## src/rtl/mem_port_arbiter_pkg.sv

```systemverilog
// Shared types for the memory port arbiter: FSM state and last-grant encodings.
// Latency: n/a.
// Backpressure: n/a.
package mem_port_arbiter_pkg;

    typedef enum logic [1:0] {
        ARB_IDLE = 2'd0,
        ARB_CPU  = 2'd1,
        ARB_DBG  = 2'd2
    } arb_state_t;

    typedef enum logic {
        GNT_CPU = 1'b0,
        GNT_DBG = 1'b1
    } arb_gnt_t;

    localparam int MEM_LAT_DEFAULT = 2;

endpackage

```

## src/rtl/mem_port_arbiter_lat_counter.sv

```systemverilog
// Access-cycle counter: walks 0..MEM_LAT-1 while enabled, flags the final cycle.
// Latency: last is combinational from the count.
// Backpressure: none; clear wins over enable.
module lat_counter #(
    parameter int MEM_LAT = 2
) (
    input  logic clock,
    input  logic reset_L,
    input  logic clear,
    input  logic enable,
    output logic last
);

    localparam int CW = (MEM_LAT > 1) ? $clog2(MEM_LAT) : 1;

    logic [CW-1:0] cnt;

    assign last = (cnt == CW'(MEM_LAT - 1));

    always_ff @(posedge clock or negedge reset_L) begin
        if (!reset_L)    cnt <= '0;
        else if (clear)  cnt <= '0;
        else if (enable) cnt <= last ? '0 : cnt + 1'b1;
    end

endmodule

```

## src/rtl/register.sv

```systemverilog
// Generic load-enabled register with active-low load and async active-low reset to zero.
// Latency: one cycle from load edge to Q.
// Backpressure: none; Q holds while load_L is high.
module register #(
    parameter int W = 1
) (
    input  logic         clock,
    input  logic         reset_L,
    input  logic         load_L,
    input  logic [W-1:0] D,
    output logic [W-1:0] Q
);

    always_ff @(posedge clock or negedge reset_L) begin
        if (!reset_L)     Q <= '0;
        else if (!load_L) Q <= D;
    end

endmodule

```

## src/rtl/mem_port_arbiter.sv

```systemverilog
// Shares one memory port between the CPU datapath and a debug port, alternating on ties.
// Latency: 1 arbitration cycle + MEM_LAT access cycles; debug ack one cycle after that.
// Backpressure: CPU held via combinational cpu_stall; debug holds dbg_req until dbg_ack.
module mem_port_arbiter
    import mem_port_arbiter_pkg::*;
#(
    parameter int MEM_LAT = MEM_LAT_DEFAULT,
    parameter int AW      = 16,
    parameter int DW      = 16
) (
    input  logic          clock,
    input  logic          reset_L,
    input  logic          cpu_re_L,
    input  logic          cpu_we_L,
    input  logic [AW-1:0] cpu_addr,
    input  logic [DW-1:0] cpu_wdata,
    output logic [DW-1:0] cpu_rdata,
    output logic          cpu_stall,
    input  logic          dbg_req,
    input  logic          dbg_we,
    input  logic [AW-1:0] dbg_addr,
    input  logic [DW-1:0] dbg_wdata,
    output logic [DW-1:0] dbg_rdata,
    output logic          dbg_ack,
    output logic [AW-1:0] mem_addr,
    output logic [DW-1:0] mem_wdata,
    output logic          mem_re_L,
    output logic          mem_we_L,
    input  logic [DW-1:0] mem_rdata
);

    localparam int RW = 1 + AW + DW;

    arb_state_t    state;
    arb_gnt_t      lastGnt;
    logic          cpuReq;
    logic          dbgReqEff;
    logic          gntCpu;
    logic          gntDbg;
    logic          grant;
    logic          cntLast;
    logic          accActive;
    logic [RW-1:0] reqD;
    logic [RW-1:0] reqQ;
    logic          reqWe;
    logic [AW-1:0] reqAddr;
    logic [DW-1:0] reqWdata;

    // Both CPU strobes low counts as a write.
    assign cpuReq = ~cpu_re_L | ~cpu_we_L;

    // The requester is still holding dbg_req during its ack cycle; that must not re-grant.
    assign dbgReqEff = dbg_req & ~dbg_ack;

    assign gntCpu = (state == ARB_IDLE) & cpuReq & (~dbgReqEff | (lastGnt == GNT_DBG));
    assign gntDbg = (state == ARB_IDLE) & dbgReqEff & (~cpuReq | (lastGnt == GNT_CPU));
    assign grant  = gntCpu | gntDbg;

    assign reqD = gntCpu ? {~cpu_we_L, cpu_addr, cpu_wdata}
                         : {dbg_we, dbg_addr, dbg_wdata};

    register #(.W(RW)) u_reqReg (
        .clock   (clock),
        .reset_L (reset_L),
        .load_L  (~grant),
        .D       (reqD),
        .Q       (reqQ)
    );

    assign {reqWe, reqAddr, reqWdata} = reqQ;

    assign accActive = (state != ARB_IDLE);

    lat_counter #(.MEM_LAT(MEM_LAT)) u_latCnt (
        .clock   (clock),
        .reset_L (reset_L),
        .clear   (~accActive),
        .enable  (accActive),
        .last    (cntLast)
    );

    assign mem_addr  = reqAddr;
    assign mem_wdata = reqWdata;
    assign mem_re_L  = ~(accActive & ~reqWe);
    assign mem_we_L  = ~(accActive & reqWe);

    assign cpu_rdata = mem_rdata;
    assign cpu_stall = cpuReq & ~((state == ARB_CPU) & cntLast);

    always_ff @(posedge clock or negedge reset_L) begin
        if (!reset_L) begin
            state     <= ARB_IDLE;
            lastGnt   <= GNT_DBG;
            dbg_ack   <= 1'b0;
            dbg_rdata <= '0;
        end else begin
            dbg_ack <= 1'b0;
            case (state)
                ARB_IDLE: begin
                    if (gntCpu) begin
                        state   <= ARB_CPU;
                        lastGnt <= GNT_CPU;
                    end else if (gntDbg) begin
                        state   <= ARB_DBG;
                        lastGnt <= GNT_DBG;
                    end
                end
                ARB_CPU: begin
                    if (cntLast) state <= ARB_IDLE;
                end
                ARB_DBG: begin
                    if (cntLast) begin
                        state   <= ARB_IDLE;
                        dbg_ack <= 1'b1;
                        if (!reqWe) dbg_rdata <= mem_rdata;
                    end
                end
                default: state <= ARB_IDLE;
            endcase
        end
    end

    aBothStrobes: assert property (@(posedge clock) disable iff (!reset_L)
        !(~cpu_re_L & ~cpu_we_L))
        else $error("cpu_re_L and cpu_we_L both asserted");

    aCpuHeld: assert property (@(posedge clock) disable iff (!reset_L)
        (state == ARB_CPU) |-> cpuReq)
        else $error("CPU request dropped while granted");

endmodule

```

## config.mk

```make
export PLATFORM = sky130hd
export DESIGN_NAME = mem_port_arbiter
export DESIGN_NICKNAME = d
export VERILOG_FILES = /design/src/rtl/mem_port_arbiter_pkg.sv /design/src/rtl/mem_port_arbiter_lat_counter.sv /design/src/rtl/register.sv /design/src/rtl/mem_port_arbiter.sv
export SDC_FILE = /design/constraint.sdc
export NUM_CORES = 1
export LEC_CHECK = 0
export BUFFER_PORTS_ARGS = -buffer_cell sky130_fd_sc_hd__buf_2
export CORE_ASPECT_RATIO = 0.5
export CORE_MARGIN = 4
export CORE_UTILIZATION = 45
export DETAILED_ROUTE_END_ITERATION = 6
export PLACE_DENSITY = 0.81
export SYNTH_ARGS = -nofsm -noshare
export SYNTH_HDL_FRONTEND = slang
export SYNTH_SLANG_ARGS = --single-unit
```

## constraint.sdc

```tcl
create_clock -name clock -period 2.2 [get_ports clock]
set_input_delay 0.22 -clock clock [delete_from_list [all_inputs] [get_ports clock]]
set_output_delay 0.22 -clock clock [all_outputs]
set_load 0.02 [all_outputs]
```

==> flow_summary.json <==
{
  "status": "completed",
  "fin_crit_ps": 1870,
  "ant_nets": 0,
  "preCtsSetupSlack_ps": 335.8,
  "arrival_ps": 2080,
  "synth_top_family_by_area": "buffers and inverters",
  "drc_errors": 0,
  "clock_skew_ps": 3.935,
  "die_h_um": 64.15,
  "rows": 20,
  "cts_made_buffers": 5,
  "grt_max_degree": 34,
  "dp.cells": 477,
  "start_kind": "flop",
  "worstPathRequired_ps": 2410,
  "ios": 154,
  "num_vias": 2313,
  "ys_warn_count": 0,
  "worst_slack_ps": 329.7,
  "gr-total-overflow": 0,
  "p_int_mw": 3.023,
  "p_leak_nw": 1.754,
  "switching_share_pct": 43.62,
  "syn_inst": 295,
  "fillers": 567,
  "worstSetupPathType": "reg2reg",
  "synth_cell_types": 27,
  "setup_violations": 0,
  "syn2layout_area_growth_pct": 22.27,
  "grt_pass1_wl_mm": 10.85,
  "grt.total_usage_pct": 17.39,
  "synth.mux.area_fraction_pct": 6.349,
  "cp_max_fo": 32,
  "fin_crit_sh_pct": 85.02,
  "cap_violations": 0,
  "die_area_um2": 7718,
  "ir_drop_mv": 0.7654,
  "end_kind": "flop",
  "hold_viol": 0,
  "rsz0062_at_grt": "no",
  "hold_path.class": "in2reg",
  "p_sw_mw": 2.339,
  "final_common_cell": "buf_2",
  "core-area_um2": 6081,
  "htree_levels": 2,
  "gp_congestion": 0.7874,
  "drive_above_1_share_pct": 51.51,
  "clockBufferDepth": 2,
  "syn-cell-area_um2": 2838,
  "final_cell_mix": "153 x buf_2, 53 x dfrtp_1, 50 x a21oi_1, 37 x nand2_1, 34 x nor2_1",
  "numClockSinks": 54,
  "avgSynthCellArea_um2": 9.619,
  "n_antenna_cell": 0,
  "insertion_delay_ps": 290,
  "cts_tree": "done",
  "synthFlopType": "dfrtp_1",
  "synth-simple-area-share_pct": 11.55,
  "hpwl_mm": 5.133,
  "syn-num-nets": 384,
  "synth-edff-count": 0,
  "synth_seq_cells": 54,
  "root_buffer": "clkbuf_16",
  "layoutNonFillerInstCount": 486,
  "wl_per_cell_um": 13.83,
  "synth-seq-area-share_pct": 47.66,
  "p_per_area_nw_per_um2": 1545,
  "grt_pass1_vias": 2395,
  "die_x_um": 120.3,
  "seqPwrFrac_pct": 32.6,
  "synthArstFlopShare_pct": 100.0,
  "synthXorXnorAreaFrac_pct": 0,
  "portBuffers": 153,
  "dr.pass1.iters": 4,
  "synthAdderAreaFrac_pct": 1.323,
  "drt_iter0_drc": 106,
  "finalNetCount": 486,
  "relSlewSlack_pct": 28.33,
  "clkTransAtPathRegs_ps": 70,
  "setup_tns_ps": 0,
  "fmaxAchievable_ghz": 0.5347,
  "clock_power_share_pct": 16.0,
  "cts_setup_buffers": 0,
  "totalWireLength_mm": 6.723,
  "power_frac_comb_pct": 51.3,
  "antenna_found_initial": 0,
  "report.final.slew_viol_count": 0,
  "synth_compound_area_share_pct": 16.05,
  "vias_per_cell": 4.759,
  "whs_ps": 152.0,
  "worst_slew_pin_slew_ps": 1071,
  "fin_util_pct": 57.06,
  "initial_utilization_pct": 46.67
}
per-stage QoR:
step | total power, mW | instance area [um2]
CTS | 5.417 | 3470
global placement | 4.479 | 3293
floorplan | 4.158 | 2838
global route | 5.759 | 3470
detailed placement | 4.545 | 3293
finish | 5.362 | 3470
power by group through the flow:
stage                     Combinational (mW)  Sequential (mW)  Clock, mW
after CTS                               2.78             1.76      0.877
after detailed placement                2.77             1.77          0
final                                   2.75             1.75      0.859
after global placement                  2.73             1.75          0
after global routing                    3.02             1.82      0.923
after floorplan                         2.23             1.93          0
kinds of logic (layout without fill, tap and decap cells):
kind of cell,after synthesis,count (layout)
simple gates,79,79
compound gates,75,75
buf+inv,68,171
flops,54,54
mux,16,16
fa+ha+maj,3,3
per-layer routing:
metal	vias up	part of all wire, %	global-route usage (%)
met5	-	0	0
met4	0	2.2	7.062
met3	17	4.2	3.537
met2	63	54	31.31
met1	1099	40	20.54
li1	1134	-	-
final timing paths:
check	slack, ps	end	cells past startpoint	start
max in group asynchronous	1170	dbg_rdata[5]	3	reset_L
worst min-delay path	150	u_reqReg.Q[25]	3	dbg_addr[9]
min in group asynchronous	410	u_reqReg.Q[0]	2	reset_L
worst max register to register	330	u_reqReg.Q[30]	5	state[1]
worst max-delay path	330	u_reqReg.Q[30]	5	state[1]
worst min register to register	500	dbg_rdata[4]	1	dbg_rdata[4]
state kept, by name, summed over array words and instances, names as in the netlist:
| name | flops |
|---|---|
| dbg_ack | 1 |
| dbg_rdata | 16 |
| lastGnt | 1 |
| state | 2 |
| u_latCnt.last | 1 |
| u_reqReg.Q | 33 |
cell type report:
cell class	instances	area [um2]	area share [%]
sequential	54	1353	38.98
tap	88	110.1	3.173
timing repair buffer	160	820.8	23.66
inverter	3	11.26	0.3246
clock buffer	8	166.4	4.796
multi-input combinational	173	1008	29.07
worst max-delay path: stages, from the launching register on:
cell and delay (ps):
dfrtp_1 400, inv_1 90, ha_1 380, and3_4 580, a21oi_1 140, a21oi_1 210
synthesized netlist by cell type, types with 2 or more instances:
cell | n | share of area, %
inv_1 | 3 | 0.40
o21a_1 | 2 | 0.53
ha_1 | 3 | 1.3
buf_4 | 50 | 13
clkbuf_1 | 2 | 0.26
nor2_1 | 34 | 4.5
a21oi_2 | 16 | 4.9
o21ai_0 | 2 | 0.35
nand2b_1 | 2 | 0.44
buf_2 | 9 | 1.6
a21oi_1 | 50 | 8.8
nand2_1 | 37 | 4.9
buf_6 | 4 | 1.6
mux2_2 | 16 | 6.3
dfrtp_1 | 53 | 47
repair_timing:
action	CTS	global route
setup endpoints to repair	0	0
hold buffers	1	0
gates resized for setup	0	0
hold endpoints to repair	15	0
No activity file was read; power rests on OpenSTA's default activity.
